`src/rtl/mp_adder_pkg.sv`:
```
// Shared constants and state encoding for the multi-precision add sequencer.
package mp_adder_pkg;

  localparam int unsigned WORD_W = 32;

  typedef enum logic [1:0] {
    IDLE = 2'd0,
    RUN  = 2'd1,
    DONE = 2'd2
  } state_e;

  // Ceiling log2, minimum 1 bit so a two-word index still has a real register
  function automatic int unsigned clog2(input int unsigned v);
    int unsigned r;
    r = 1;
    for (int unsigned i = 1; i < 32; i++) begin
      if ((64'd1 << i) < 64'(v)) r = i + 1;
    end
    return r;
  endfunction

endpackage

```
`src/rtl/mp_adder_seq_adder32.sv`:
```
// Adder32: 32-bit carry-lookahead adder, 4-bit groups with group-level lookahead.
module Adder32 (
  input  logic [31:0] iA,
  input  logic [31:0] iB,
  input  logic        iC,
  output logic [31:0] oS,
  output logic        oC,
  output logic        oG,
  output logic        oP
);

  logic [31:0] w_g;
  logic [31:0] w_p;
  logic [31:0] w_c;
  logic [7:0]  w_gg;
  logic [7:0]  w_pg;
  logic [8:0]  w_cg;
  logic        w_gall;

  assign w_g = iA & iB;
  assign w_p = iA ^ iB;

  always_comb begin
    w_gg   = '0;
    w_pg   = '0;
    w_cg   = '0;
    w_c    = '0;
    w_gall = 1'b0;
    for (int k = 0; k < 8; k++) begin
      w_gg[k] = w_g[4*k+3]
              | (w_p[4*k+3] & w_g[4*k+2])
              | (w_p[4*k+3] & w_p[4*k+2] & w_g[4*k+1])
              | (w_p[4*k+3] & w_p[4*k+2] & w_p[4*k+1] & w_g[4*k]);
      w_pg[k] = w_p[4*k+3] & w_p[4*k+2] & w_p[4*k+1] & w_p[4*k];
    end
    w_cg[0] = iC;
    for (int k = 0; k < 8; k++) begin
      w_cg[k+1] = w_gg[k] | (w_pg[k] & w_cg[k]);
      w_gall    = w_gg[k] | (w_pg[k] & w_gall);
    end
    // In-group carries expanded from the group carry-in
    for (int k = 0; k < 8; k++) begin
      w_c[4*k]   = w_cg[k];
      w_c[4*k+1] = w_g[4*k] | (w_p[4*k] & w_cg[k]);
      w_c[4*k+2] = w_g[4*k+1] | (w_p[4*k+1] & w_g[4*k])
                 | (w_p[4*k+1] & w_p[4*k] & w_cg[k]);
      w_c[4*k+3] = w_g[4*k+2] | (w_p[4*k+2] & w_g[4*k+1])
                 | (w_p[4*k+2] & w_p[4*k+1] & w_g[4*k])
                 | (w_p[4*k+2] & w_p[4*k+1] & w_p[4*k] & w_cg[k]);
    end
  end

  assign oS = w_p ^ w_c;
  assign oC = w_cg[8];
  assign oG = w_gall;
  assign oP = &w_p;

endmodule

```
`src/rtl/mp_adder_seq.sv`:
```
// mp_adder_seq: WIDTH-bit add sequenced one 32-bit word per cycle through Adder32.
// Define MP_ADDER_SUB_EN to enable subtraction via iSub.
module mp_adder_seq
  import mp_adder_pkg::*;
#(
  parameter int unsigned WIDTH = 128
) (
  input  logic             iClk,
  input  logic             iRstN,
  input  logic             iValid,
  output logic             oReady,
  input  logic [WIDTH-1:0] iA,
  input  logic [WIDTH-1:0] iB,
  input  logic             iC,
  input  logic             iSub,
  output logic             oValid,
  input  logic             iReady,
  output logic [WIDTH-1:0] oS,
  output logic             oC,
  output logic             oZero,
  output logic             oBusy
);

  localparam int unsigned WORDS = WIDTH / WORD_W;
  localparam int unsigned IW    = clog2(WORDS);
  localparam logic [IW-1:0] LAST = IW'(WORDS - 1);

  if ((WIDTH % WORD_W) != 0 || WIDTH < 64) begin : g_bad_width
    $error("mp_adder_seq: WIDTH must be a multiple of 32 and >= 64");
  end

  state_e                      r_state;
  logic [WORDS-1:0][WORD_W-1:0] r_a;
  logic [WORDS-1:0][WORD_W-1:0] r_b;
  logic [WORDS-1:0][WORD_W-1:0] r_s;
  logic [IW-1:0]               r_idx;
  logic                        r_fin;
  logic                        r_carry;
  logic                        r_c;
  logic                        r_zero;
  logic                        r_valid;
  logic                        r_ready;
  logic                        r_busy;

  logic [WIDTH-1:0]  w_b_in;
  logic              w_c_in;
  logic [WORD_W-1:0] w_sum;
  logic              w_cout;
  logic              w_g_unused;
  logic              w_p_unused;

`ifdef MP_ADDER_SUB_EN
  // Subtract as A + ~B + 1; carry-out of 1 means no borrow
  assign w_b_in = iSub ? ~iB : iB;
  assign w_c_in = iSub | iC;
`else
  logic w_sub_unused;
  assign w_sub_unused = iSub;
  assign w_b_in = iB;
  assign w_c_in = iC;
`endif

  Adder32 u_adder32 (
    .iA (r_a[r_idx]),
    .iB (r_b[r_idx]),
    .iC (r_carry),
    .oS (w_sum),
    .oC (w_cout),
    .oG (w_g_unused),
    .oP (w_p_unused)
  );

  // Sequencer: one word per RUN cycle, then one finalize cycle for flags
  always_ff @(posedge iClk) begin
    if (!iRstN) begin
      r_state <= IDLE;
      r_a     <= '0;
      r_b     <= '0;
      r_s     <= '0;
      r_idx   <= '0;
      r_fin   <= 1'b0;
      r_carry <= 1'b0;
      r_c     <= 1'b0;
      r_zero  <= 1'b0;
      r_valid <= 1'b0;
      r_ready <= 1'b0;
      r_busy  <= 1'b0;
    end else begin
      case (r_state)
        IDLE: begin
          r_ready <= 1'b1;
          if (iValid && r_ready) begin
            r_a     <= iA;
            r_b     <= w_b_in;
            r_carry <= w_c_in;
            r_idx   <= '0;
            r_fin   <= 1'b0;
            r_ready <= 1'b0;
            r_busy  <= 1'b1;
            r_state <= RUN;
          end
        end
        RUN: begin
          if (r_fin) begin
            r_c     <= r_carry;
            r_zero  <= (r_s == '0);
            r_valid <= 1'b1;
            r_state <= DONE;
          end else begin
            r_s[r_idx] <= w_sum;
            r_carry    <= w_cout;
            if (r_idx == LAST) r_fin <= 1'b1;
            else               r_idx <= r_idx + IW'(1);
          end
        end
        DONE: begin
          if (iReady) begin
            r_valid <= 1'b0;
            r_ready <= 1'b1;
            r_busy  <= 1'b0;
            r_state <= IDLE;
          end
        end
        default: r_state <= IDLE;
      endcase
    end
  end

  assign oReady = r_ready;
  assign oValid = r_valid;
  assign oS     = r_s;
  assign oC     = r_c;
  assign oZero  = r_zero;
  assign oBusy  = r_busy;

endmodule

```
`config.mk`:
```
export PLATFORM = sky130hd
export DESIGN_NAME = mp_adder_seq
export DESIGN_NICKNAME = d
export VERILOG_FILES = /design/src/rtl/mp_adder_pkg.sv /design/src/rtl/mp_adder_seq_adder32.sv /design/src/rtl/mp_adder_seq.sv
export SDC_FILE = /design/constraint.sdc
export NUM_CORES = 1
export LEC_CHECK = 0
export CAP_MARGIN = 10
export CORE_MARGIN = 8
export CORE_UTILIZATION = 45
export CTS_CLUSTER_DIAMETER = 120
export CTS_CLUSTER_SIZE = 10
export DETAILED_ROUTE_END_ITERATION = 12
export GPL_TIMING_DRIVEN = 1
export PLACE_DENSITY = 0.72
export SETUP_SLACK_MARGIN = 0.15
export SLEW_MARGIN = 15
export SYNTH_ARGS = -nofsm -noshare
export SYNTH_HDL_FRONTEND = slang
export SYNTH_HIERARCHICAL = 1
export SYNTH_SLANG_ARGS = --single-unit
```
`constraint.sdc`:
```
create_clock -name iClk -period 4.93 [get_ports iClk]
set_input_delay 0.493 -clock iClk [delete_from_list [all_inputs] [get_ports iClk]]
set_output_delay 0.493 -clock iClk [all_outputs]
set_load 0.1 [all_outputs]
```
==> impl_metrics.sql, run 1 <==
INSERT INTO impl_metrics (metric_group, metric, value, unit) VALUES
('run_status', 'outcome', 'finished, final reports clean', ''),
('die', 'num_io_pins', '395', ''),
('final_layout', 'final_util', '58.6', '%'),
('power_and_ir_drop', 'internal_power', '5.43', 'mW'),
('power_and_ir_drop', 'power_frac_seq', '46.5', '%'),
('sta', 'holdWs', '449', 'ps'),
('critical_path', 'crit-reg2reg-launch', 'r_idx[1]$_SDFFE_PN0P_', ''),
('critical_path', 'worst_setup_path_startpoint', 'r_idx[1]$_SDFFE_PN0P_', ''),
('critical_path', 'worstSetupEndpoint', 'oS[93]$_SDFFE_PN0P_', ''),
('drt', 'routed_wirelength', '58500', 'um'),
('sta', 'relSlewSlack', '21.9', '%'),
('sta', 'setup_repair_after_global_routing_missed_its_margin', 'false', ''),
('critical_path', 'path_buf_inv', '2', ''),
('sta', 'timing.final.max_slew_violations', '0', ''),
('run', 'max_cap_violations', '0', ''),
('sta', 'timing_worst_slew_pin_value', '1170', 'ps'),
('sta', 'final_min_period_over_clock_period', '92.1', '%'),
('power_and_ir_drop', 'power.ir.vdd_worst', '0.214', 'mV'),
('power_and_ir_drop', 'clock_group_share_of_total_power', '39.8', '%'),
('clock_network', 'postCtsSetupRepairBufs', '0', ''),
('drt', 'via_count', '15408', ''),
('clock_network', 'cts_max_level', '2', ''),
('die', 'die_width', '216', 'um'),
('grt', 'overflow', '0', ''),
('critical_path', 'crit_path_end_kind', 'flop', ''),
('die', 'row_count', '73', ''),
('critical_path', 'cpPeakStageDelay', '680', 'ps'),
('clock_network', 'postCtsHoldBufs', '0', ''),
('drt', 'ant_nets', '0', ''),
('clock_network', 'clock_tree.root_cell', 'sky130_fd_sc_hd__clkbuf_16', ''),
('die', 'floorplan.die.height', '216', 'um'),
('synth', 'postSynthNetCount', '2333', ''),
('final_layout', 'final_stage_net_count', '2651', ''),
('critical_path', 'setup.worst_path.class', 'reg -> reg', ''),
('critical_path', 'worst-endpoint-arrival', '5010', 'ps'),
('critical_path', 'critPathTopFamily', 'compound AO/OA/AOI/OAI gates', ''),
('die', 'die_area', '46800', 'um2'),
('synth', 'synth_area', '18100', 'um2'),
('critical_path', 'critical_path.startpoint_type', 'flop', ''),
('drt', 'detail_route.wl_per_cell', '20.3', 'um'),
('drt', 'drc', '0', ''),
('synth', 'syn_inst', '2027', ''),
('drt', 'drt_iter0_markers', '1038', ''),
('sta', 'final_hold_viol_count', '0', ''),
('grt', 'grt_usage', '24.1', '%'),
('clock_network', 'clkSlewWorstSetupHoldPaths', '60', 'ps'),
('die', 'placeableCoreArea', '39600', 'um2'),
('critical_path', 'logic_depth_of_the_worst_setup_path_including_buffers', '14', ''),
('placement', 'worst_slack_placed', '511', 'ps'),
('final_layout', 'layout.filler_cells', '3498', ''),
('grt', 'wire_length_of_the_first_global_routing_pass', '89200', 'um'),
('critical_path', 'worstPathRequired', '5400', 'ps'),
('critical_path', 'cpMaxStageDelayCell', 'sky130_fd_sc_hd__dfxtp_4', ''),
('sta', 'totalNegativeSetupSlack', '0', 'ps'),
('grt', 'vias_in_the_first_global_route', '15615', ''),
('clock_network', 'clock-sinks', '395', ''),
('critical_path', 'critPathMaxFanout', '27', ''),
('sta', 'setup_ws', '388', 'ps'),
('power_and_ir_drop', 'p_switching', '1.86', 'mW'),
('clock_network', 'clock_insertion_delay_worst_skew', '550', 'ps'),
('power_and_ir_drop', 'power-per-cell-area', '314', 'nW/um2'),
('synth', 'postSynthAreaPerCell', '8.91', 'um2'),
('critical_path', 'worst_r2r_path_depth', '14', ''),
('grt', 'antenna_found_initial', '7', ''),
('worst_hold_path', 'hold_class', 'reg -> reg', ''),
('power_and_ir_drop', 'design_power_total', '7.29', 'mW'),
('clock_network', 'cts_made_buffers', '45', ''),
('clock_network', 'postCtsResizedCells', '0', ''),
('clock_network', 'cts_buffer_depth', '3', ''),
('sta', 'clock.fmax', '220', 'MHz'),
('placement', 'dpl.cell_count', '2823', '');
==> sequential cells by signal, summed over array words and instances (netlist names) <==
register	cells
oC	1
r_carry	1
oReady	1
r_idx	2
oValid	1
r_fin	1
oBusy	1
r_a	128
oZero	1
r_b	128
oS	128
r_state	2
==> power groups by stage <==
| stage | clock network [mW] | registers (mW) | logic, mW |
|---|---|---|---|
| 6_report | 2.90 | 3.39 | 0.999 |
| 3_5_place_dp | 0 | 3.46 | 0.998 |
| 3_3_place_gp | 0 | 3.45 | 0.984 |
| 5_1_grt | 3.08 | 3.40 | 1.07 |
| 2_1_floorplan | 0 | 3.50 | 0.522 |
| 4_1_cts | 2.96 | 3.39 | 1.00 |
==> worst min path at each step <==
stage | start | endpoint | cells past startpoint
CTS | r_a[56]$_SDFFE_PN0P_ | r_a[56]$_SDFFE_PN0P_ | 2
finish | r_a[56]$_SDFFE_PN0P_ | r_a[56]$_SDFFE_PN0P_ | 2
floorplan | r_a[54]$_SDFFE_PN0P_ | r_a[54]$_SDFFE_PN0P_ | 2
detailed placement | r_a[57]$_SDFFE_PN0P_ | r_a[57]$_SDFFE_PN0P_ | 2
global route | r_b[75]$_SDFFE_PN0P_ | r_b[75]$_SDFFE_PN0P_ | 2
global placement | r_a[12]$_SDFFE_PN0P_ | r_a[12]$_SDFFE_PN0P_ | 2
==> worst min-delay path: cells and delay by family, from the launching register on <==
family             cells  cell delay, ps
AOI/OAI and AO/OA      1              50
DFF                    1             300
and+or+nand+nor        1              50
==> final cells by class <==
cell class	instances	area (um2)	area share [%]
Sequential cell	395	7920	34.1
Clock buffer	48	1180	5.08
Tap cell	525	657	2.83
Antenna cell	5	12.5	0.0539
Clock inverter	2	16.3	0.0701
Inverter	21	78.8	0.340
Multi-Input combinational cell	1465	9160	39.5
Timing Repair Buffer	417	4190	18.1
==> layout by cell type, fill, tap and decap left out, types with 7 or more instances in the layout <==
| cell | count |
|---|---|
| sky130_fd_sc_hd__nand2_1 | 792 |
| sky130_fd_sc_hd__clkbuf_16 | 47 |
| sky130_fd_sc_hd__clkdlybuf4s50_1 | 392 |
| sky130_fd_sc_hd__a21boi_1 | 158 |
| sky130_fd_sc_hd__buf_4 | 18 |
| sky130_fd_sc_hd__a21o_1 | 7 |
| sky130_fd_sc_hd__nor2_1 | 12 |
| sky130_fd_sc_hd__xor2_1 | 12 |
| sky130_fd_sc_hd__nor4_1 | 33 |
| sky130_fd_sc_hd__a21boi_0 | 229 |
| sky130_fd_sc_hd__nand4_1 | 12 |
| sky130_fd_sc_hd__a21oi_1 | 22 |
| sky130_fd_sc_hd__ha_1 | 36 |
| sky130_fd_sc_hd__inv_1 | 21 |
| sky130_fd_sc_hd__fa_1 | 8 |
| sky130_fd_sc_hd__o21ai_0 | 13 |
| sky130_fd_sc_hd__xnor2_1 | 12 |
| sky130_fd_sc_hd__dfxtp_1 | 393 |
| sky130_fd_sc_hd__mux4_2 | 64 |
==> per-layer routing <==
layer	share of wire, %	track usage, %	wire, um	vias to the layer above
li1	-	-	-	7431
met1	40	28.5	23400	7322
met2	49	41.4	28500	543
met3	7.2	5.61	4220	108
met4	4.0	10.4	2340	4
met5	0.046	0	27	-
Note: power is estimated with default switching activity, not from simulation.
==> run 2: changes to the inputs <==
--- a/config.mk
+++ b/config.mk
@@ -7,12 +7,12 @@
 export LEC_CHECK = 0
 export CAP_MARGIN = 10
 export CORE_MARGIN = 8
-export CORE_UTILIZATION = 45
+export CORE_UTILIZATION = 51
 export CTS_CLUSTER_DIAMETER = 120
 export CTS_CLUSTER_SIZE = 10
 export DETAILED_ROUTE_END_ITERATION = 12
 export GPL_TIMING_DRIVEN = 1
-export PLACE_DENSITY = 0.72
+export PLACE_DENSITY = 0.8
 export SETUP_SLACK_MARGIN = 0.15
 export SLEW_MARGIN = 15
 export SYNTH_ARGS = -nofsm -noshare
==> run 2 against run 1 <==
Effect of this change:
- flip-flop and latch count unchanged
- hold slack improved by 1.4 ps
- critical endpoint is now oS[61]$_SDFFE_PN0P_
- count of clock-buffer cells in the layout increased by 1
- routed wire length decreased by 4.0%
- core utilization increased by 7.1 points
- worst setup slack improved by 130 ps
- via count about the same
- total power decreased by 0.43%
- non-clock buffer count decreased by 2
==> impl_metrics.sql, run 2 (synthesis gave the netlist of run 1 again) <==
INSERT INTO impl_metrics (metric_group, metric, value, unit) VALUES
('run_status', 'outcome', 'finished, final reports clean', ''),
('placement', 'dpl.cell_count', '2756', ''),
('drt', 'routed_wirelength', '56200', 'um'),
('drt', 'detail_route.wl_per_cell', '20.0', 'um'),
('final_layout', 'finish.cell_count_without_fillers', '2811', ''),
('grt', 'antenna_found_initial', '3', ''),
('final_layout', 'layout-area-overhead-vs-synth', '28.0', '%'),
('power_and_ir_drop', 'power-per-cell-area', '314', 'nW/um2'),
('critical_path', 'setup.worst_path.class', 'reg -> reg', ''),
('sta', 'worst_clock_skew', '25.5', 'ps'),
('placement', 'postPlaceCellArea', '21900', 'um2'),
('sta', 'finalSetupViolations', '0', ''),
('clock_network', 'postCtsResizedCells', '0', ''),
('sta', 'timing.final.max_slew_violations', '0', ''),
('critical_path', 'worst-endpoint-arrival', '4880', 'ps'),
('clock_network', 'cts_max_level', '2', ''),
('drt', 'drt-pass1-iter-count', '5', ''),
('grt', 'grt_max_degree', '201', ''),
('power_and_ir_drop', 'static-leakage-power', '8.19', 'nW'),
('die', 'num_io_pins', '395', ''),
('clock_network', 'clock_tree.root_cell', 'sky130_fd_sc_hd__clkbuf_16', ''),
('critical_path', 'worst_r2r_endpoint', 'oS[61]$_SDFFE_PN0P_', ''),
('sta', 'setup_repair_after_global_routing_missed_its_margin', 'false', ''),
('grt', 'overflow', '0', ''),
('drt', 'ant_nets', '0', ''),
('placement', 'gp_congestion', '0.865', ''),
('critical_path', 'worst_r2r_path_depth', '14', ''),
('die', 'placeableCoreArea', '35200', 'um2'),
('sta', 'final_min_period_over_clock_period', '89.5', '%'),
('sta', 'clock.fmax', '227', 'MHz'),
('final_layout', 'final_stage_net_count', '2649', ''),
('final_layout', 'final_util', '65.6', '%'),
('worst_hold_path', 'hold_class', 'reg -> reg', ''),
('worst_hold_path', 'worst_hold_start', 'r_b[95]$_SDFFE_PN0P_', ''),
('die', 'die_area', '41700', 'um2'),
('sta', 'final.min_clock_period', '4410', 'ps'),
('worst_hold_path', 'holdPathStages', '2', ''),
('placement', 'place.port_buffers', '393', ''),
('drt', 'via_count', '15401', ''),
('critical_path', 'crit_path_end_kind', 'flop', ''),
('critical_path', 'worstPathRequired', '5390', 'ps'),
('clock_network', 'cts_made_buffers', '45', ''),
('grt', 'vias_in_the_first_global_route', '15812', ''),
('die', 'initial_utilization', '51.3', '%'),
('sta', 'final_hold_viol_count', '0', ''),
('worst_hold_path', 'whs_endpoint', 'r_b[95]$_SDFFE_PN0P_', ''),
('drt', 'drc', '0', ''),
('die', 'die_width', '204', 'um'),
('sta', 'totalNegativeSetupSlack', '0', 'ps'),
('critical_path', 'critical_path.startpoint_type', 'flop', ''),
('die', 'row_count', '69', ''),
('sta', 'timing_worst_slew_pin_value', '1110', 'ps'),
('critical_path', 'crit-reg2reg-launch', 'r_idx[0]$_SDFFE_PN0P_', ''),
('critical_path', 'timing.reg2reg.setup_slack', '520', 'ps'),
('placement', 'dp_hpwl', '41500', 'um'),
('clock_network', 'cts_buffer_depth', '3', ''),
('critical_path', 'critPathMaxFanout', '20', ''),
('clock_network', 'clock_insertion_delay_worst_skew', '540', 'ps'),
('final_layout', 'drive_above_1_share', '6.56', '%'),
('die', 'floorplan.die.height', '204', 'um'),
('power_and_ir_drop', 'design_power_total', '7.26', 'mW'),
('sta', 'relSlewSlack', '26.2', '%'),
('clock_network', 'clkSlewWorstSetupHoldPaths', '60', 'ps'),
('critical_path', 'worst_setup_path_startpoint', 'r_idx[0]$_SDFFE_PN0P_', ''),
('drt', 'drt_iter0_markers', '1027', ''),
('clock_network', 'tritoncts_clock_tree', 'built', ''),
('final_layout', 'most_frequent_cells_in_the_layout', 'sky130_fd_sc_hd__nand2_1 (790), sky130_fd_sc_hd__dfxtp_1 (393), sky130_fd_sc_hd__clkdlybuf4s50_1 (392), sky130_fd_sc_hd__a21boi_0 (229), sky130_fd_sc_hd__a21boi_1 (158)', ''),
('clock_network', 'clock-sinks', '395', ''),
('grt', 'grt_usage', '26.2', '%'),
('grt', 'wire_length_of_the_first_global_routing_pass', '86600', 'um'),
('drt', 'detail_routed_via_count_per_cell', '5.48', ''),
('power_and_ir_drop', 'power.ir.vdd_worst', '0.251', 'mV'),
('final_layout', 'postLayoutCellArea', '23100', 'um2'),
('final_layout', 'final_common_cell', 'sky130_fd_sc_hd__nand2_1', ''),
('run', 'max_cap_violations', '0', '');
run 2: changes by cell type in the layout (fill, tap and decap cells not counted), moves of 2 or more:
cell | before | now
sky130_fd_sc_hd__buf_4 | 18 | 16
sky130_fd_sc_hd__diode_2 | 5 | 3
sky130_fd_sc_hd__nand2_1 | 792 | 790
sky130_fd_sc_hd__nand2_2 | 1 | 3
run 2: how the worst max path moves through the flow:
stage / endpoint
floorplan: oS[125]$_SDFFE_PN0P_
global placement: oS[61]$_SDFFE_PN0P_
detailed placement: oS[61]$_SDFFE_PN0P_
CTS: oS[61]$_SDFFE_PN0P_
global route: oS[93]$_SDFFE_PN0P_
finish: oS[61]$_SDFFE_PN0P_
run 2: repair_timing:
item / 4_1_cts / 5_1_grt
endpoints found under the setup margin: 0 / 1
setup buffers: 0 / 1
hold buffers: 0 / 0
run 2: area by class of cell:
cell class / count / area [um2]
flip-flops and latches: 395 / 7920
inverters: 21 / 78.8
well taps: 461 / 577
clock buffers: 49 / 1180
fillers: 2900 / 12100
clock inverters: 2 / 16.3
diodes: 3 / 7.51
multi-input cells: 1465 / 9170
repair buffers: 415 / 4170
run 2: layer usage:
layer / track usage (%) / wire (um)
met5: 0 / 0
met4: 11.7 / 2470
met3: 5.04 / 3830
met2: 45.8 / 27500
met1: 30.8 / 22300
run 2: critical path, stage by stage, from the launching register on:
cell and delay (ps):
sky130_fd_sc_hd__dfxtp_4 510, sky130_fd_sc_hd__buf_4 360, sky130_fd_sc_hd__mux4_2 410, sky130_fd_sc_hd__ha_1 390, sky130_fd_sc_hd__a21oi_1 220, sky130_fd_sc_hd__o21ai_0 120, sky130_fd_sc_hd__a211oi_1 340, sky130_fd_sc_hd__buf_4 200
sky130_fd_sc_hd__nand4_1 220, sky130_fd_sc_hd__a31oi_4 320, sky130_fd_sc_hd__o221ai_1 200, sky130_fd_sc_hd__fa_1 400, sky130_fd_sc_hd__xor2_1 400, sky130_fd_sc_hd__nand2_1 90, sky130_fd_sc_hd__a21boi_1 150
run 2: stage by stage:
| stage | hold slack [ps] | setup slack (ps) |
|---|---|---|
| after global placement | 439 | 549 |
| after CTS | 451 | 403 |
| after detailed placement | 444 | 486 |
| after floorplan | 432 | 1290 |
| final | 450 | 516 |
| after global routing | 469 | 209 |
run 2: where the power goes:
group / leakage [nW] / switching [mW] / internal [mW]
registers: 3.21 / 0.0724 / 3.31
clock network: 0.586 / 1.21 / 1.67
logic: 4.40 / 0.546 / 0.442
total: 8.19 / 1.83 / 5.43
==> run 3: changes to the inputs <==
--- a/config.mk
+++ b/config.mk
@@ -5,7 +5,6 @@
 export SDC_FILE = /design/constraint.sdc
 export NUM_CORES = 1
 export LEC_CHECK = 0
-export CAP_MARGIN = 10
 export CORE_MARGIN = 8
 export CORE_UTILIZATION = 51
 export CTS_CLUSTER_DIAMETER = 120
==> results of run 3 <==
The final DEF is identical to that of run 2; final timing and power are the same.
